### src/rtl/rmii_frame_rx.sv
// rtl/rmii_frame_rx.sv - RMII receive front end: preamble hunt, MAC/EtherType filter, FCS check, payload stream
//
// Ports:
//   clk           50 MHz RMII reference clock
//   rst           synchronous active-high reset
//   crsdv         RMII CRS_DV
//   rxd[1:0]      RMII receive dibit, LSB-first within each byte
//   data_o[7:0]   payload byte (FCS stripped)
//   valid_o       one-cycle strobe qualifying data_o
//   done_o        one-cycle end-of-frame strobe for an accepted frame
//   fcs_ok_o      qualified by done_o: FCS correct, length within limits, whole bytes only
//   drop_count_o  saturating count of filtered frames and runts

module rmii_frame_rx #(
    parameter logic [47:0] MAC_ADDR    = 48'h69_69_5A_06_54_91,
    parameter logic [15:0] ETHERTYPE   = 16'h88B5,
    parameter bit          CHECK_FCS   = 1'b1,
    parameter int          MAX_PAYLOAD = 1500,
    parameter int          CNT_W       = 16
) (
    input  logic             clk,
    input  logic             rst,
    input  logic             crsdv,
    input  logic [1:0]       rxd,
    output logic [7:0]       data_o,
    output logic             valid_o,
    output logic             done_o,
    output logic             fcs_ok_o,
    output logic [CNT_W-1:0] drop_count_o
);

    localparam int             EW       = $clog2(MAX_PAYLOAD + 1);
    localparam logic [EW-1:0]  MAXP     = EW'(MAX_PAYLOAD);
    localparam logic [31:0]    RESIDUE  = 32'hDEBB20E3;
    localparam logic [47:0]    BCAST    = 48'hFFFF_FFFF_FFFF;

    typedef enum logic [2:0] {
        WAIT_IDLE,
        HUNT,
        PREAMBLE,
        HEADER,
        PAYLOAD,
        DROP
    } state_t;

    state_t      state;

    // Inputs are processed one cycle late so that a single low CRS_DV cycle
    // can still have its dibit accepted once the following cycle shows CRS_DV
    // high again, while the first low cycle of a real end is discarded.
    logic        dv_q;
    logic [1:0]  rxd_q;

    logic [1:0]  ph;          // dibit position within the current byte
    logic [5:0]  sr;          // three previously received dibits of the current byte
    logic [3:0]  hcnt;        // header byte index
    logic [47:0] dst_sr;      // destination MAC, network order
    logic [7:0]  et_hi;       // EtherType high byte
    logic [7:0]  dl [4];      // payload delay line, dl[0] newest; holds back the FCS
    logic [2:0]  fill;        // number of valid bytes in the delay line (0..4)
    logic [EW-1:0] ecnt;      // payload bytes emitted this frame
    logic        oversize;
    logic [31:0] crc;

    logic        eof;
    logic        dib;
    logic        byte_done;
    logic [7:0]  new_byte;
    logic        hdr_match;
    logic        drop_inc;

    function automatic logic [31:0] crc_dibit(input logic [31:0] c, input logic [1:0] d);
        logic [31:0] r;
        r = c;
        for (int k = 0; k < 2; k++) begin
            r = (r[0] ^ d[k]) ? ((r >> 1) ^ 32'hEDB88320) : (r >> 1);
        end
        return r;
    endfunction

    always_comb begin
        eof       = !dv_q && !crsdv;
        dib       = dv_q || crsdv;
        byte_done = dib && (ph == 2'd3);
        new_byte  = {rxd_q, sr};
        hdr_match = ((dst_sr == MAC_ADDR) || (dst_sr == BCAST))
                    && ({et_hi, new_byte} == ETHERTYPE);
        drop_inc  = 1'b0;
        if (state == HEADER) begin
            if (eof) begin
                drop_inc = 1'b1;
            end else if (byte_done && hcnt == 4'd13 && !hdr_match) begin
                drop_inc = 1'b1;
            end
        end else if (state == PAYLOAD && eof && fill != 3'd4) begin
            drop_inc = 1'b1;
        end
    end

    always_ff @(posedge clk) begin
        if (rst) begin
            state        <= WAIT_IDLE;
            dv_q         <= 1'b0;
            rxd_q        <= 2'b00;
            ph           <= 2'd0;
            sr           <= 6'd0;
            hcnt         <= 4'd0;
            dst_sr       <= 48'd0;
            et_hi        <= 8'd0;
            for (int i = 0; i < 4; i++) begin
                dl[i] <= 8'd0;
            end
            fill         <= 3'd0;
            ecnt         <= '0;
            oversize     <= 1'b0;
            crc          <= 32'hFFFF_FFFF;
            data_o       <= 8'd0;
            valid_o      <= 1'b0;
            done_o       <= 1'b0;
            fcs_ok_o     <= 1'b0;
            drop_count_o <= '0;
        end else begin
            dv_q    <= crsdv;
            rxd_q   <= rxd;
            valid_o <= 1'b0;
            done_o  <= 1'b0;

            if (drop_inc && drop_count_o != {CNT_W{1'b1}}) begin
                drop_count_o <= drop_count_o + 1'b1;
            end

            // Byte assembly and CRC run on every accepted dibit; the SFD
            // transition below re-aligns the phase and re-seeds the CRC.
            if (dib) begin
                sr  <= {rxd_q, sr[5:2]};
                ph  <= ph + 2'd1;
                crc <= crc_dibit(crc, rxd_q);
            end

            case (state)
                WAIT_IDLE: begin
                    if (eof) begin
                        state <= HUNT;
                    end
                end

                HUNT: begin
                    if (dib && rxd_q == 2'b01) begin
                        state <= PREAMBLE;
                    end
                end

                PREAMBLE: begin
                    if (eof) begin
                        state <= WAIT_IDLE;
                    end else if (dib) begin
                        if (rxd_q == 2'b11) begin
                            state <= HEADER;
                            ph    <= 2'd0;
                            crc   <= 32'hFFFF_FFFF;
                            hcnt  <= 4'd0;
                        end else if (rxd_q != 2'b01) begin
                            state <= WAIT_IDLE;
                        end
                    end
                end

                HEADER: begin
                    if (eof) begin
                        state <= HUNT;
                    end else if (byte_done) begin
                        hcnt <= hcnt + 4'd1;
                        if (hcnt < 4'd6) begin
                            dst_sr <= {dst_sr[39:0], new_byte};
                        end
                        if (hcnt == 4'd12) begin
                            et_hi <= new_byte;
                        end
                        if (hcnt == 4'd13) begin
                            state    <= hdr_match ? PAYLOAD : DROP;
                            fill     <= 3'd0;
                            ecnt     <= '0;
                            oversize <= 1'b0;
                        end
                    end
                end

                PAYLOAD: begin
                    if (eof) begin
                        state <= HUNT;
                        if (fill == 3'd4) begin
                            done_o   <= 1'b1;
                            fcs_ok_o <= CHECK_FCS ? ((crc == RESIDUE) && !oversize && ph == 2'd0)
                                                  : 1'b1;
                        end
                    end else if (byte_done) begin
                        dl[0] <= new_byte;
                        dl[1] <= dl[0];
                        dl[2] <= dl[1];
                        dl[3] <= dl[2];
                        if (fill == 3'd4) begin
                            // Oldest byte is known not to be FCS once a newer one arrives.
                            if (ecnt < MAXP) begin
                                data_o  <= dl[3];
                                valid_o <= 1'b1;
                                ecnt    <= ecnt + 1'b1;
                            end else begin
                                oversize <= 1'b1;
                            end
                        end else begin
                            fill <= fill + 3'd1;
                        end
                    end
                end

                DROP: begin
                    if (eof) begin
                        state <= HUNT;
                    end
                end

                default: state <= WAIT_IDLE;
            endcase
        end
    end

endmodule

### config.mk
export PLATFORM = sky130hd
export DESIGN_NAME = rmii_frame_rx
export DESIGN_NICKNAME = d
export VERILOG_FILES = /design/src/rtl/rmii_frame_rx.sv
export SDC_FILE = /design/constraint.sdc
export NUM_CORES = 1
export LEC_CHECK = 0
export ABC_CLOCK_PERIOD_IN_PS = 4300
export CAP_MARGIN = 20
export CORE_UTILIZATION = 45
export DETAILED_ROUTE_END_ITERATION = 6
export SLEW_MARGIN = 15
export SYNTH_ARGS = -nofsm -noshare
export SYNTH_HDL_FRONTEND = slang
export SYNTH_SLANG_ARGS = --single-unit
### constraint.sdc
create_clock -name clk -period 4.3 [get_ports clk]
set_input_delay 0.86 -clock clk [delete_from_list [all_inputs] [get_ports clk]]
set_output_delay 0.86 -clock clk [all_outputs]
set_load 0.03 [all_outputs]
==> key figures <==
Clocking
  • CTS resizes: 0
  • Num CTS Buffers: 17
  • Post-CTS Setup Repair Bufs: 0
  • Clock root cell: clkbuf_16
  • Clk pin slew, worst setup/hold paths: 0.07 ns
  • Longest Clk Path Bufs: 2
  • CTS tree: done
  • Clock sinks: 180
  • Htree depth: 4
  • Clk_lat worst skew: 0.42 ns
  • Post-CTS Hold Fix Bufs: 0

Timing
  • Setup slack after layout: 1.31 ns
  • Hold Vio Cnt, Final: 0
  • Worst-Margin Slew: 0.684 ns
  • Crit share post-route: 69.6%
  • Setup violators final: 0
  • Worst Skew: 0.00804 ns
  • Relative slew slack: 54.1%
  • Fin crit period: 2.99 ns
  • Peak Freq: 334 MHz
  • Worst Hold Slack: 0.457 ns
  • Final-report max-slew violation count: 0
  • Setup TNS: 0 ns
  • RSZ-0062 raised after global routing: false

Die
  • Die area: 17600 um^2
  • IO Count: 32
  • Initial Utilization: 46.2%
  • Die Width: 132 um
  • Rows: 47
  • Chip height: 132 um
  • Core box area: 16600 um^2

Drt
  • DR DRC count: 0
  • Routed wire length: 15600 um
  • Vias/cell: 5.46
  • Total number of vias: 5942
  • Initial DRC count: 426
  • Post-route ant nets: 0
  • First-pass DRT Iterations: 5
  • Avg WL per Cell: 14.4 um

Synth
  • Flops & latches, synth: 180
  • Synth warnings: 0
  • Syn Inst Count: 842
  • Synth Cell Area: 7660 um^2
  • Netlist cell types: 65
  • Top_reg_cell synth: dfxtp_1
  • Mapped Nets: 856
  • Number of flops mapped to enable cells by yosys: 32
  • Seq/Total Area, Yosys: 51.2%
  • Average size of a mapped cell: 9.10 um^2
  • Ys async rst share: 0%

Pwr
  • Sw Pwr: 798 uW
  • PwrDens: 414 nW/um^2
  • Combinational power share: 5.1%
  • LEAKAGE: 0.00299 uW
  • Worst vdd ir: 0.000295 V
  • Int Power: 2820 uW
  • Sw frac: 22.1%
  • Seq pwr share: 50.4%
  • Clock Power Share: 44.5%

Final layout
  • Most common cell after layout, fill and taps aside: nand2_1
  • P&R area growth vs syn: 13.9%
  • Nets: 869
  • # diodes: 0
  • Share of cells above drive strength 1: 7.03%
  • Most frequent cells in the layout: 171 x nand2_1, 148 x dfxtp_1, 80 x a21oi_1, 52 x nor2_1, 35 x and2_1

Placed design
  • Port Buf Inserts: 31
  • Gpl congestion: 0.818
  • Pre-CTS WS: 0.865 ns
  • HPWL after DPL: 10400 um

Global route
  • Vias in the first global route: 5727
  • Antenna violations before repair: 0
  • GRT overflow: 0
  • Global-route wire length before repair: 27000 um
  • GRT Util Overall: 18.9%
  • Largest net degree at the start of global routing: 61

Worst hold path
  • Hold endpoint: fcs_ok_o
  • Hold Path Class: register to register
  • Worst Hold Depth: 2
  • Hold_sp: fcs_ok_o

Flow run
  • Max-cap viol count: 0

Setup path
  • Critical path required time: 4.65 ns
  • CP Class: primary input to register
  • R2R depth: 6
  • Critical path's slowest cell: clkdlybuf4s50_1
  • Max FO, Critical Path: 10
  • Max incr delay on CP: 0.59 ns
  • CP Capture Type: register
  • Worst r2r dst: drop_count_o[6]
  • CP Launch Type: primary input
  • Worst EP arrival: 3.34 ns
  • Reg2reg setup slack: 1.41 ns
  • Cell Chain, Critical Path: clkdlybuf4s50_1, o21ai_0, or3_1, nand2_1, nand3_1, or2_0, a21oi_1
  • Critical R2R Launch: rxd_q[0]

Status
  • Status: complete, no violations
==> logic make-up after synthesis <==
kind of cell	Yosys count	share of synthesized area, %
simple gates	404	26.6
fa+ha+maj	9	1.47
buf+inv	57	3.30
mux	21	2.81
flops	180	51.2
xor+xnor	32	3.95
compound gates	139	10.6
==> power groups by stage <==
stage	Sequential [uW]	Clock [uW]	Combinational, uW
2_1_floorplan	1840	0	158
5_1_grt	1830	1720	211
6_report	1820	1610	185
3_3_place_gp	1860	0	180
4_1_cts	1820	1650	188
3_5_place_dp	1860	0	186
==> critical path: cells and delay by family <==
kind | cells | cell delay (ns)
buf+inv | 1 | 0.59
compound gates | 2 | 0.31
simple gates | 4 | 1.57
==> cell usage after synthesis (6+ instances only) <==
library cell    n  area, um^2
nand2_1       171         642
dfxtp_1       148        2960
a21oi_1        81         405
nor2_1         53         199
clkbuf_1       36         135
and2_1         35         219
edfxtp_1       32         961
nand4_1        30         188
nand3_1        29         145
xnor2_1        23         201
o211ai_1       22         165
mux2i_1        17         170
or3_1          15        93.8
nor4_1         12        75.1
o21ai_0        12        60.1
inv_1          10        37.5
ha_1            9         113
nor2b_1         7        43.8
nor3_1          6        30.0
xor2_1          6        52.6
==> per-layer routing <==
layer	vias to the layer above	part of all wire, %	global-route usage, %
met5	-	0	0
met4	0	1.5	6.32
met3	16	4.5	4.71
met2	134	48	31.1
met1	2826	46	24.2
li1	2966	-	-
==> how the worst max path moves through the flow <==
stage                      from        to  slack, ns  cells after the start
after global routing      crsdv   ecnt[0]       1.15                      7
after global placement    crsdv   ecnt[0]       0.94                      7
final                     crsdv   ecnt[0]       1.31                      7
after CTS                 crsdv   ecnt[0]       1.31                      7
after detailed placement  crsdv   ecnt[0]       0.86                      7
after floorplan           crsdv  dl[0][0]       1.77                      4
==> area by class of cell <==
class                      instances  area [um^2]
sequential                       180         3920
fill                            1508         7860
multi-input combinational        605         3500
clock inverter                    15          186
timing repair buffer              41          383
clock buffer                      17          425
inverter                          10         37.5
tap                              220          275
==> registers in the layout, summed over array words and instances (netlist names), 2 cells and up, named ones only <==
signal	flops
hcnt	4
state	3
dst_sr	48
et_hi	8
sr	6
rxd_q	2
crc	32
dl	32
drop_count_o	16
ecnt	11
fill	3
data_o	8
==> per-stage QoR <==
step,util (%),cells,power [uW],instance area [um^2]
after floorplan,-,842,2000,7660
after global placement,48.9,1056,2040,8120
after detailed placement,48.9,1056,2040,8120
after CTS,52.6,1088,3650,8730
after global routing,52.6,1088,3760,8730
final,52.6,1088,3620,8730
No activity file was read; power rests on OpenSTA's default activity.
